**src/rtl/poly_err_add.sv**
```systemverilog
// Purpose: c = (z + e) mod Q per coefficient, with locally generated c.last every N beats.
// Latency: 1 cycle from accepted z/e beat to c when the output buffer is empty or draining.
// Backpressure: 2-entry output skid; the z/e join stalls only when both entries are held.
// Optional: define POLY_ERR_ADD_LAST_CHECK_EN for a sticky z.last/e.last framing check on o_err.
module poly_err_add #(
    parameter int N  = 4,
    parameter int QW = 5,
    parameter int EW = 3,
    parameter int Q  = 29
) (
    input  logic          i_clk,
    input  logic          i_s_rst_n,
    input  logic          i_z_vld,
    output logic          o_z_rdy,
    input  logic          i_z_last,
    input  logic [QW-1:0] i_z_data,
    input  logic          i_e_vld,
    output logic          o_e_rdy,
    input  logic          i_e_last,
    input  logic [EW-1:0] i_e_data,
    output logic          o_c_vld,
    input  logic          i_c_rdy,
    output logic          o_c_last,
    output logic [QW-1:0] o_c_data,
    output logic          o_err
);

    localparam int IW = (N > 1) ? $clog2(N) : 1;
    localparam int SW = QW + 2;
    localparam logic [IW-1:0]        LAST_IDX = IW'(N - 1);
    localparam logic signed [SW-1:0] Q_S      = SW'(Q);

    typedef enum logic [1:0] {ST_EMPTY, ST_ONE, ST_FULL} state_t;

    state_t         r_state;
    logic           r_run;
    logic [IW-1:0]  r_idx;
    logic           r_c_vld;
    logic           r_c_last;
    logic [QW-1:0]  r_c_data;
    logic           r_tail_last;
    logic [QW-1:0]  r_tail_data;

    logic                 w_pop;
    logic                 w_can_accept;
    logic                 w_acc;
    logic                 w_is_last;
    logic signed [SW-1:0] w_z_ext;
    logic signed [SW-1:0] w_e_ext;
    logic signed [SW-1:0] w_sum;
    logic signed [SW-1:0] w_adj;
    logic [QW-1:0]        w_res;

    // r_run keeps both rdy outputs low while in reset and until the first clock after it.
    assign w_pop        = r_c_vld && i_c_rdy;
    assign w_can_accept = (r_state != ST_FULL) || w_pop;
    assign o_z_rdy      = r_run && i_e_vld && w_can_accept;
    assign o_e_rdy      = r_run && i_z_vld && w_can_accept;
    assign w_acc        = r_run && i_z_vld && i_e_vld && w_can_accept;
    assign w_is_last    = (r_idx == LAST_IDX);

    // z is unsigned and below Q; e is sign-extended so the sum spans [-2^(EW-1), 2Q).
    assign w_z_ext = {2'b00, i_z_data};
    assign w_e_ext = {{(SW-EW){i_e_data[EW-1]}}, i_e_data};
    assign w_sum   = w_z_ext + w_e_ext;

    // Single conditional correction brings the sum back into [0, Q-1].
    always_comb begin
        w_adj = w_sum;
        if (w_sum < 0) begin
            w_adj = w_sum + Q_S;
        end else if (w_sum >= Q_S) begin
            w_adj = w_sum - Q_S;
        end
    end

    assign w_res = QW'(w_adj);

    // Coefficient index within the frame; only accepted beats advance it, gaps hold it.
    always_ff @(posedge i_clk or negedge i_s_rst_n) begin
        if (!i_s_rst_n) begin
            r_idx <= '0;
        end else if (w_acc) begin
            r_idx <= w_is_last ? '0 : r_idx + 1'b1;
        end
    end

    // Output skid FSM: the head entry drives c directly, the tail holds the second beat.
    always_ff @(posedge i_clk or negedge i_s_rst_n) begin
        if (!i_s_rst_n) begin
            r_state     <= ST_EMPTY;
            r_run       <= 1'b0;
            r_c_vld     <= 1'b0;
            r_c_last    <= 1'b0;
            r_c_data    <= '0;
            r_tail_last <= 1'b0;
            r_tail_data <= '0;
        end else begin
            r_run <= 1'b1;
            case (r_state)
                ST_EMPTY: begin
                    if (w_acc) begin
                        r_c_data <= w_res;
                        r_c_last <= w_is_last;
                        r_c_vld  <= 1'b1;
                        r_state  <= ST_ONE;
                    end
                end
                ST_ONE: begin
                    case ({w_acc, w_pop})
                        2'b11: begin
                            r_c_data <= w_res;
                            r_c_last <= w_is_last;
                        end
                        2'b10: begin
                            r_tail_data <= w_res;
                            r_tail_last <= w_is_last;
                            r_state     <= ST_FULL;
                        end
                        2'b01: begin
                            r_c_vld <= 1'b0;
                            r_state <= ST_EMPTY;
                        end
                        default: ;
                    endcase
                end
                ST_FULL: begin
                    // An accept here always coincides with a pop (can_accept).
                    if (w_pop) begin
                        r_c_data <= r_tail_data;
                        r_c_last <= r_tail_last;
                        if (w_acc) begin
                            r_tail_data <= w_res;
                            r_tail_last <= w_is_last;
                        end else begin
                            r_state <= ST_ONE;
                        end
                    end
                end
                default: begin
                    r_c_vld <= 1'b0;
                    r_state <= ST_EMPTY;
                end
            endcase
        end
    end

    assign o_c_vld  = r_c_vld;
    assign o_c_last = r_c_last;
    assign o_c_data = r_c_data;

`ifdef POLY_ERR_ADD_LAST_CHECK_EN
    logic r_err;

    // Sticky flag: either input's last disagrees with the local frame position.
    always_ff @(posedge i_clk or negedge i_s_rst_n) begin
        if (!i_s_rst_n) begin
            r_err <= 1'b0;
        end else if (w_acc && ((i_z_last != w_is_last) || (i_e_last != w_is_last))) begin
            r_err <= 1'b1;
        end
    end

    assign o_err = r_err;
`else
    logic w_last_unused;

    assign w_last_unused = i_z_last | i_e_last;
    assign o_err         = 1'b0;
`endif

endmodule

```
**config.mk**
```make
export PLATFORM = sky130hd
export DESIGN_NAME = poly_err_add
export DESIGN_NICKNAME = d
export VERILOG_FILES = /design/src/rtl/poly_err_add.sv
export SDC_FILE = /design/constraint.sdc
export NUM_CORES = 1
export LEC_CHECK = 0
export BUFFER_PORTS_ARGS = -buffer_cell sky130_fd_sc_hd__buf_2
export CAP_MARGIN = 40
export CORE_UTILIZATION = 50
export CTS_CLUSTER_DIAMETER = 40
export CTS_CLUSTER_SIZE = 20
export DETAILED_ROUTE_END_ITERATION = 8
export HOLD_SLACK_MARGIN = 0.06
export PLACE_DENSITY = 0.71
export SYNTH_ARGS = -nofsm -noshare
export SYNTH_HDL_FRONTEND = slang
export SYNTH_SLANG_ARGS = --single-unit
```
**constraint.sdc**
```tcl
create_clock -name i_clk -period 4.3 [get_ports i_clk]
set_clock_uncertainty 0.15 [all_clocks]
set_input_delay 0.215 -clock i_clk [delete_from_list [all_inputs] [get_ports i_clk]]
set_output_delay 0.215 -clock i_clk [all_outputs]
set_load 0.02 [all_outputs]
```
==> metrics.txt <==
Finish-stage setup viols 0; Synth cell types 46; Routed wire per std cell 13.0 µm; commonest non-fill, non-tap cell in the layout buf_2; vias about 1.1k; antenna-violating nets left 0; DRC 0; reported leakage power 0.739 nW; P per Cell Area about 480 mW/mm²; Std-Cell Rows 18; synth warn 0; Startpoint Class flop; area grow syn2layout 11.0%; grt total ovfl 0; delay of the slowest critical-path stage 0.59 ns; DP Area about 0.0015 mm²; Worst path depth 12; vias in the first global route just under 1k; CP bufs+invs 2; first-pass GRT wire length 4.13 mm; Max-Cap Viols 0; Placeable Area 0.00252 mm²; die extent in x 54.2 µm; top cell type by total area after synthesis dfrtp_1; Placer Congestion approximately 0.8; Post-synth EDFFs 0; worst min path class input pin to flop; drt pass-1 iters 4; most frequent cells in the layout buf_2 (21), dfrtp_1 (18), nand2_1 (15); flops & latches, synth 18; clock sink count 18; Critical Path End Type flop; Final #Nets 195; period utilisation layout 70.0%; CTS Buf Count 3; Design Area, Final 0.00151 mm²; Initial Util 53.9%; I/O pin count 25; CTS root buf clkbuf_4; largest net degree at the start of global routing 19; Overall Power 0.000720 W; family with the most delay on the worst path simple AND/OR/NAND/NOR gates; initial antenna violation count 0; clock transition at the registers of the reported paths approximately 0.1 ns; Synth top area share 33.1%; Slew Viols, Final 0; hold path cells 4; Post-Route Setup TNS 0 ns; max frequency 332 MHz; count of buffers from port buffering 21; CTS tree yes; # diodes 0; worst path cell trace nor2b_1, a21oi_1, nand2_1, inv_1, ha_1, nand2_1, a21oi_4, a21oi_1, buf_4, nor3_1, mux2i_1, o211ai_1; Min Hold Slack about 0.20 ns; Die H 54.2 µm; measured slew at the worst slew-check pin 0.719 ns; final core utilization 59.9%; Total GRT Usage 19.8%; Period minus WS final 3.01 ns; Post-Syn Nets around 170; Post-synth ARST share 100%; RSZ-0062 raised after global routing no; share of cells above drive strength 1 22.6%; Worst Path Arrival 3.02 ns; status complete, no violations; sequential share of the synthesized area approximately a third; deepest clock path buffer count 2; die area 0.00293 mm²; CP Max Fanout 14; Syn Inst Count between 100 and 150; DR iter-0 viols 16; HPWL after DPL 1.96 mm; Final Hold Viols 0; Worst-Skew Late Latency 0.29 ns; Most used DFF post-synth dfrtp_1; peak supply drop 0.000361 V; Synth Cell Area 0.00136 mm²; drt via density 5.65; slowest CP cell dfrtp_1; Critical Path RT about 4.3 ns; Max-slew headroom 51.9%; # H-tree levels 1; leading post-synthesis cells by cell area dfrtp_1 (33%), ha_1 (12%), a21oi_1 (4.4%); Post-Syn Area per Cell 9.44 µm²; worst reg-to-reg path cell count 12; critical path class flop to flop; Detailed Route WL 2.52 mm
==> metrics by stage <==
stage / instances / setup WS, ns
finish: 194 / 1.29
global route: 194 / 1.10
CTS: 194 / 1.31
detailed placement: 190 / 1.20
global placement: 190 / 1.30
floorplan: 144 / 1.47
==> power breakdown <==
part	leakage, nW	switching (W)	total (W)	internal (W)
clock network	0.0138	0.0000476	0.0000802	0.0000326
registers	0.217	0.0000530	0.000292	0.000239
logic	0.508	0.000199	0.000347	0.000148
==> layer usage <==
metal	GRT usage [%]	share of wire, %	wire length [µm]	vias up
met5	0	0	0	-
met4	8.12	1.6	40	0
met3	5.93	4.1	104	7
met2	31.3	46	1160	25
met1	25.0	48	1220	513
li1	-	-	-	552
==> cell type report <==
class / count / area (µm²)
Clock buffer: 3 / 22.5
Fill cell: 222 / 1010
Inverter: 10 / 37.5
Multi-Input combinational cell: 110 / 840
Sequential cell: 18 / 450
Tap cell: 30 / 37.5
Timing Repair Buffer: 23 / 123
==> kinds of logic after synthesis <==
family | Yosys count | share of synthesized area (%)
DFF | 18 | 33.1
muxes | 6 | 5.52
other | 2 | 0.552
adders and majority gates | 14 | 13.4
xor gates and xnor gates | 7 | 5.06
and+or+nand+nor | 40 | 14.4
buffers and inverters | 16 | 5.15
AOI/OAI and AO/OA | 41 | 22.7
==> worst paths after layout <==
path                                 start          end  slack, ns
worst min-delay path               i_e_vld     r_idx[1]       0.20
worst max-delay path            r_state[1]  o_c_data[4]       1.29
min in group asynchronous        i_s_rst_n  o_c_data[3]       0.22
max in group asynchronous        i_s_rst_n  o_c_data[4]       3.48
worst min register to register    r_idx[1]     r_idx[1]       0.34
worst max register to register  r_state[1]  o_c_data[4]       1.29
==> worst register-to-register path, stage by stage (launching register included) <==
cell and delay (ns):
dfrtp_1 0.59, nor2b_1 0.50, a21oi_1 0.16, nand2_1 0.20
inv_1 0.14, ha_1 0.22, nand2_1 0.11, a21oi_4 0.10
a21oi_1 0.13, buf_4 0.22, nor3_1 0.07, mux2i_1 0.17
o211ai_1 0.12
==> registers in the layout, summed over array words and instances (netlist names) <==
| name | flops |
|---|---|
| r_state | 2 |
| r_tail_data | 5 |
| r_run | 1 |
| r_idx | 2 |
| o_c_data | 5 |
| r_tail_last | 1 |
| o_c_last | 1 |
| o_c_vld | 1 |
==> Yosys cell counts, drive strengths merged, types with 3 or more instances <==
cell    n
a211o   3
a21o    4
a21oi  13
buf     4
dfrtp  18
ha     13
inv    10
mux2i   4
nand2  16
nor2   10
nor3    4
o21ai   4
xnor2   3
xor2    4
==> what timing repair did <==
item / CTS / global route
hold endpoints to repair: 18 / 0
buffers inserted: 0 / 0
resized for setup: 0 / 0
hold buffers: 1 / 0
(Power assumes the default switching activity.)
